**config.mk**
```make
export PLATFORM = sky130hd
export DESIGN_NAME = step_counter
export DESIGN_NICKNAME = d
export VERILOG_FILES = /design/src/rtl/step_counter_pkg.sv /design/src/rtl/step_counter_next.sv /design/src/rtl/step_counter.sv
export SDC_FILE = /design/constraint.sdc
export NUM_CORES = 1
export LEC_CHECK = 0
export CAP_MARGIN = 20
export CORE_MARGIN = 2
export CORE_UTILIZATION = 49
export DETAILED_ROUTE_END_ITERATION = 7
export PLACE_DENSITY = 0.9
export SLEW_MARGIN = 40
export SYNTH_ARGS = -nofsm -noshare
export SYNTH_HDL_FRONTEND = slang
export SYNTH_HIERARCHICAL = 1
export SYNTH_SLANG_ARGS = --single-unit
export TNS_END_PERCENT = 5
```
**constraint.sdc**
```tcl
create_clock -name clk -period 6.8 [get_ports clk]
set_input_delay 1.36 -clock clk [delete_from_list [all_inputs] [get_ports clk]]
set_output_delay 1.36 -clock clk [all_outputs]
set_load 0.02 [all_outputs]
```
**src/rtl/step_counter_pkg.sv**
```systemverilog
// rtl/step_counter_pkg.sv - mode encodings and FSM state type for step_counter
package step_counter_pkg;

   localparam logic [1:0] MODE_WRAP    = 2'b00;
   localparam logic [1:0] MODE_SAT     = 2'b01;
   localparam logic [1:0] MODE_ONESHOT = 2'b10;

   typedef enum logic {
      ST_RUN  = 1'b0,
      ST_HOLD = 1'b1
   } state_t;

endpackage

```
**src/rtl/step_counter_next.sv**
```systemverilog
// rtl/step_counter_next.sv - add/clamp and terminal detect for step_counter
module step_counter_next #(
   parameter int WIDTH = 4
) (
   input  logic [WIDTH-1:0] count,
   input  logic [WIDTH-1:0] step,
   input  logic [WIDTH-1:0] limit,
   output logic [WIDTH-1:0] next_val,
   output logic             at_limit
);

   logic [WIDTH:0] sum;

   // One extra bit so a carry out is caught and clamped instead of wrapping.
   always_comb begin
      sum = {1'b0, count} + {1'b0, step};
      if (sum > {1'b0, limit})
         next_val = limit;
      else
         next_val = sum[WIDTH-1:0];
   end

   assign at_limit = (count == limit);

endmodule

```
**src/rtl/step_counter.sv**
```systemverilog
// rtl/step_counter.sv - stepped up-counter with wrap/saturate/oneshot terminal modes
module step_counter
   import step_counter_pkg::*;
#(
   parameter int WIDTH = 4
) (
   input  logic             clk,
   input  logic             reset,
   input  logic             en,
   input  logic [WIDTH-1:0] step,
   input  logic [WIDTH-1:0] limit,
   input  logic [WIDTH-1:0] thresh,
   input  logic [1:0]       mode,
   input  logic             load,
   input  logic [WIDTH-1:0] load_val,
   output logic [WIDTH-1:0] count,
   output logic             flag,
   output logic             term,
   output logic             busy
);

   state_t           state;
   logic [WIDTH-1:0] next_val;
   logic             at_limit;

   step_counter_next #(.WIDTH(WIDTH)) u_next (
      .count    (count),
      .step     (step),
      .limit    (limit),
      .next_val (next_val),
      .at_limit (at_limit)
   );

   always_ff @(posedge clk) begin
      if (reset) begin
         count <= '0;
         flag  <= 1'b0;
         term  <= 1'b0;
         state <= ST_RUN;
      end else if (load) begin
         count <= (load_val > limit) ? limit : load_val;
         flag  <= 1'b0;
         term  <= 1'b0;
         state <= ST_RUN;
      end else if (state == ST_RUN && en) begin
         if (at_limit) begin
            term <= 1'b1;
            case (mode)
               MODE_SAT: state <= ST_HOLD;
               MODE_ONESHOT: begin
                  count <= '0;
                  flag  <= 1'b0;
                  state <= ST_HOLD;
               end
               default: begin
                  count <= '0;
                  flag  <= 1'b0;
               end
            endcase
         end else begin
            // Threshold compares the value before this step is applied.
            if (count >= thresh)
               flag <= 1'b1;
            count <= next_val;
            term  <= 1'b0;
         end
      end else begin
         term <= 1'b0;
      end
   end

   assign busy = (state == ST_RUN);

endmodule

```
==> run_results.csv, run 1 <==
group,metric,value,unit
die,rows,15,
drt,vias,858,
drt,wirelength,2190,microns
layout,final_util,0.711,
clock_tree,cts-resized-gates,0,
critical_path,worstPathMaxFanout,4,
clock_tree,path_clk_slew,0.06,ns
clock_tree,insertion_delay,0.26,ns
synth,ys_seq_area_frac,0.159,
global_routing,grt_pass1_wl,3460,microns
drt,drt_first_pass_iters,4,
synth,avgSynthCellArea,8.98,sq um
power,p_per_area,171,nW/um^2
critical_path,rr_startpoint,"count[1]",
layout,syn2layout_area_growth,38.0,%
sta,finalSetupTns,0,ns
clock_tree,cts_num_sinks,7,
sta,tightest_slew,0.546,ns
global_routing,grt-ovfl-total,0,
die,io_pins,29,
critical_path,cp.arrival,4.41,ns
sta,max_slew_margin,0.633,
drt,ant_nets,0,
layout,finalNetCount,170,
sta,setup_viol,0,
synth,ys_warn_count,6,
clock_tree,ctsHoldBuffers,0,
power,total_leakage_power,0.579,nW
critical_path,path_class,"in2reg",
job,cap_violations,0,
sta,drv_slew,0,
layout,layout-drive-gt1-share,0.0775,
synth,netlist-cell-type-count,32,
min_path,hp-class,"reg2reg",
sta,timing_hold_violations_final,0,
min_path,whs_path_depth,2,
critical_path,rr_worst_depth,11,
die,dieWidth,46.4,microns
critical_path,crit_path_end_kind,"register",
global_routing,grt_usage,0.223,
sta,fmaxAchievable,0.233,GHz
drt,drt_iter0_drc,11,
die,die-area,2150,sq um
synth,synth_area,880,sq um
die,start_util,0.515,
clock_tree,clockBufferDepth,2,
synth,syn-num-nets,138,
synth,synth_edf_count,0,
critical_path,cp.required,6.92,ns
critical_path,crit_path_start_kind,"input pin",
place,portBuffers,28,
clock_tree,numCtsBuffers,3,
synth,synthCells,98,
die,core,1710,sq um
synth,ys_seq_elements,7,
synth,synth-main-ff-cell,"dfxtp_1",
place,gp_congestion,0.814,
drt,drcViolationCount,0,
power,ir_worst_vdd,0.120,mV
global_routing,grt_pass1_vias,866,
sta,period_share,0.631,
clock_tree,cts_root_buffer,"clkbuf_4",
clock_tree,cts_tree,"done",
global_routing,antenna_found_initial,0,
critical_path,worstSetupStartpoint,"step[1]",
synth,async_reset_ff_frac,0,
sta,rsz0062_at_grt,"no",
layout,insertedDiodeCount,0,
drt,routed_via_density,5.57,
die,die_h,46.4,microns
global_routing,grt_max_degree,11,
sta,skew,0.00451,ns
min_path,min_from,"state",
sta,fin_crit,4.29,ns
run_status,status,"finished clean",
drt,wl_per_cell,14.2,microns
layout,n_fill_cell,129,
place,hpwl,1840,microns
clock_tree,postCtsSetupBuffers,0,
clock_tree,htreeDepth,1,
-- area by class of cell --
class	count	area [sq um]	area share
Clock buffer	4	26.3	0.0216
Inverter	20	75.1	0.0619
Multi-Input combinational cell	70	661	0.544
Sequential cell	7	140	0.115
Tap cell	25	31.3	0.0258
Timing Repair Buffer	28	280	0.231
-- final timing paths --
kind               to  slack, ns
max          count[2]       2.51
min             state       0.57
max reg2reg  count[2]       3.59
min reg2reg     state       0.57
-- critical path, stage by stage --
cell	delay [ns]
clkdlybuf4s50_1	0.43
ha_1	0.30
a21o_1	0.18
a21oi_1	0.19
xnor2_1	0.18
ha_1	0.32
a21oi_2	0.16
nand3_2	0.11
a221oi_4	0.38
mux2_2	0.38
a221oi_1	0.33
a211oi_1	0.10
-- metrics by stage --
| step | worst slack [ns] | hold WS, ns | area [sq um] | std cells | total power (W) |
|---|---|---|---|---|---|
| 5_1_grt | 2.34 | 0.584 | 1210 | 154 | 0.000222 |
| 3_5_place_dp | 2.26 | 0.547 | 1190 | 150 | 0.000168 |
| 6_report | 2.51 | 0.567 | 1210 | 154 | 0.000208 |
| 4_1_cts | 2.52 | 0.562 | 1210 | 154 | 0.000208 |
| 3_3_place_gp | 2.40 | 0.535 | 1190 | 150 | 0.000161 |
| 2_1_floorplan | 2.98 | 0.508 | 880 | 98 | 0.000130 |
-- cell usage in the layout, fill, tap and decap left out --
cell type,instances
mux2i_1,5
a31oi_1,1
xnor2_1,2
nand4b_1,1
and3_1,1
nand4_1,1
a21oi_2,1
mux2_2,3
a2111oi_0,1
nor2b_1,2
clkbuf_4,3
nor3_1,2
nor4_1,1
a221oi_1,4
o31ai_1,1
clkbuf_1,1
a21oi_1,2
xor2_1,4
nor2_1,2
fa_1,1
nand3b_1,1
a211oi_4,1
dfxtp_1,7
nand2b_1,2
nand3_2,1
a211oi_1,5
clkdlybuf4s50_1,28
and4_1,1
inv_1,20
a221oi_4,1
ha_1,17
nand3_1,1
a21o_1,3
nand2_1,2
-- report_power, final --
group / internal (W) / leakage, nW / switching, W
registers: 0.0000443 / 0.0576 / 0.00000524
clock network: 0.0000225 / 0.0150 / 0.0000176
logic: 0.0000625 / 0.507 / 0.0000558
-- state kept, by name, indices dropped and copies added, names as in the netlist --
register,flops
flag,1
count,4
state,1
term,1
-- Yosys cell counts, types with 3 or more instances --
master     n  area (sq um)
mux2_2     3          33.8
a21o_1     3          22.5
dfxtp_1    7           140
mux2i_1    5          50.1
a211oi_1   5          37.5
inv_1     20          75.1
ha_1      17           213
a221oi_1   4          35.0
xor2_1     4          35.0
-- cell families after synthesis --
family,synth area share
DFF,0.159
muxes,0.0953
AOI/OAI and AO/OA,0.208
xor gates and xnor gates,0.0597
and+or+nand+nor,0.124
adders and majority gates,0.265
buffers and inverters,0.0896
-- metal layers --
metal	part of all wire	vias to the layer above	track usage
li1	-	420	-
met5	0	-	0
met4	0.017	0	0.0400
met2	0.52	30	0.456
met1	0.42	402	0.231
met3	0.047	6	0.0392
No activity file was read; power rests on OpenSTA's default activity.
==> run 2, diff against run 1 <==
CORE_UTILIZATION = 45   (was 49)
PLACE_DENSITY = 0.84   (was 0.9)
clock period = 4.3 ns   (was 6.8 ns; I/O delays follow)
==> run 2 against run 1 <==
Effect of this change: sequential power increased by 58%; clock skew is 0.0015 ns lower; highest routed layer unchanged; wire length is 9.8% lower; clock power increased by 49%; register-to-register slack worse by 2.3 ns; clock-buffer cell count did not move; utilization decreased by 3.0 points; first-iteration DRC count is 64% lower.
==> run_results.csv, run 2 (synthesized netlist as in run 1, its figures left out) <==
group,metric,value,unit
layout,syn2layout_area_growth,38.0,%
drt,maxUsedRoutingLayer,"met4",
layout,insertedDiodeCount,0,
sta,skew,0.00299,ns
drt,ant_nets,0,
drt,drt_first_pass_iters,3,
die,rows,15,
drt,drt_iter0_drc,4,
die,io_pins,29,
clock_tree,clockBufferDepth,2,
critical_path,cp_slowest_cell,"clkdlybuf4s50_1",
sta,finalSetupTns,0,ns
clock_tree,ctsHoldBuffers,0,
layout,final_util,0.681,
global_routing,grt_pass1_vias,759,
drt,wl_per_cell,12.8,microns
critical_path,crit_path_start_kind,"input pin",
critical_path,cp.required,4.42,ns
critical_path,cp.arrival,3.78,ns
critical_path,path_class,"in2reg",
power,ir_worst_vdd,0.144,mV
drt,wl_met3,53,microns
min_path,hp-class,"reg2reg",
global_routing,grt_usage,0.193,
global_routing,antenna_found_initial,0,
global_routing,grt_max_degree,11,
place,hpwl,1720,microns
die,dieWidth,48.2,microns
layout,layout-drive-gt1-share,0.0775,
sta,drv_slew,0,
die,die-area,2320,sq um
sta,fin_crit,3.66,ns
critical_path,worstPathMaxFanout,4,
sta,setup_viol,0,
drt,wirelength,1980,microns
die,start_util,0.493,
layout,n_fill_cell,144,
power,total_leakage_power,0.579,nW
global_routing,grt-ovfl-total,0,
layout,final_cell_mix,"clkdlybuf4s50_1 (28), inv_1 (20), ha_1 (17), dfxtp_1 (7)",
layout,layout_commonest_cell,"clkdlybuf4s50_1",
drt,vias,813,
layout,largest_reg_flops,4,
sta,tightest_slew,0.563,ns
sta,timing_hold_violations_final,0,
die,die_h,48.2,microns
critical_path,max_stage_delay,0.43,ns
sta,max_slew_margin,0.621,
layout,largest_register,"count",
clock_tree,cts-resized-gates,0,
clock_tree,cts_tree,"done",
sta,fin_hold_ws,0.556,ns
place,gp_congestion,0.795,
die,core,1780,sq um
clock_tree,numCtsBuffers,3,
run_status,status,"finished clean",
critical_path,crit_family,"compound AO/OA/AOI/OAI gates",
clock_tree,cts_root_buffer,"clkbuf_4",
drt,wl_met2,1020,microns
critical_path,crit_path_end_kind,"register",
drt,m1WireLength,887,microns
drt,routed_via_density,5.28,
sta,rsz0062_at_grt,"no",
sta,fmaxAchievable,0.273,GHz
clock_tree,postCtsSetupBuffers,0,
clock_tree,path_clk_slew,0.05,ns
drt,drcViolationCount,0,
clock_tree,htreeDepth,1,
critical_path,path_buf_inv,1,
critical_path,crit_chain,"clkdlybuf4s50_1 > ha_1 > a21o_1 > a21oi_1 > xnor2_1 > ha_1 > a21oi_2 > nand3_2 > a221oi_4 > mux2_2 > a221oi_1 > a211oi_1",
clock_tree,insertion_delay,0.25,ns
job,cap_violations,0,
critical_path,cp_common_cell,"ha_1",
place,portBuffers,28,
global_routing,grt_pass1_wl,3110,microns
clock_tree,cts_num_sinks,7,
sta,period_share,0.851,
power,p_per_area,263,nW/um^2
layout,finalNetCount,170,
[run 2: cell counts in the layout (fill, tap and decap cells not counted)]
No cell type changed its count.
[run 2: worst paths after layout]
kind         depth (start not counted)     start  slack, ns        to
max reg2reg                         11  count[1]       1.25  count[2]
min reg2reg                          2     state       0.56     state
min                                  2     state       0.56     state
max                                 12   step[1]       0.64  count[2]
[run 2: area by class of cell]
cell class,instances,area (sq um),area share
multi-input cells,70,661,0.544
well taps,25,31.3,0.0258
clock buffers,4,26.3,0.0216
inverters,20,75.1,0.0619
repair buffers,28,280,0.231
flip-flops and latches,7,140,0.115
[run 2: worst reg2reg max path, delay by kind of cell, from the launching register on]
kind / cells / cell delay (ns)
simple gates: 1 / 0.11
xor+xnor: 1 / 0.16
compound gates: 6 / 1.23
flops: 1 / 0.45
fa+ha+maj: 2 / 0.59
mux: 1 / 0.38
[run 2: per-layer routing]
layer  vias to the layer above  global-route usage
li1                        419                   -
met1                       374               0.214
met2                        18               0.374
met3                         2              0.0444
met4                         0              0.0324
met5                         -                   0
[run 2: where the power goes]
group	total (W)	switching, W	internal, W
Sequential	0.0000783	0.00000819	0.0000701
Clock	0.0000597	0.0000243	0.0000354
Combinational	0.000181	0.0000836	0.0000979
[run 2: metrics by stage]
step	worst slack, ns	total power (W)	cells	cell area, sq um
2_1_floorplan	0.983	0.000206	98	880
3_3_place_gp	0.389	0.000255	150	1190
3_5_place_dp	0.353	0.000262	150	1190
4_1_cts	0.630	0.000324	154	1210
5_1_grt	0.454	0.000346	154	1210
6_report	0.640	0.000319	154	1210
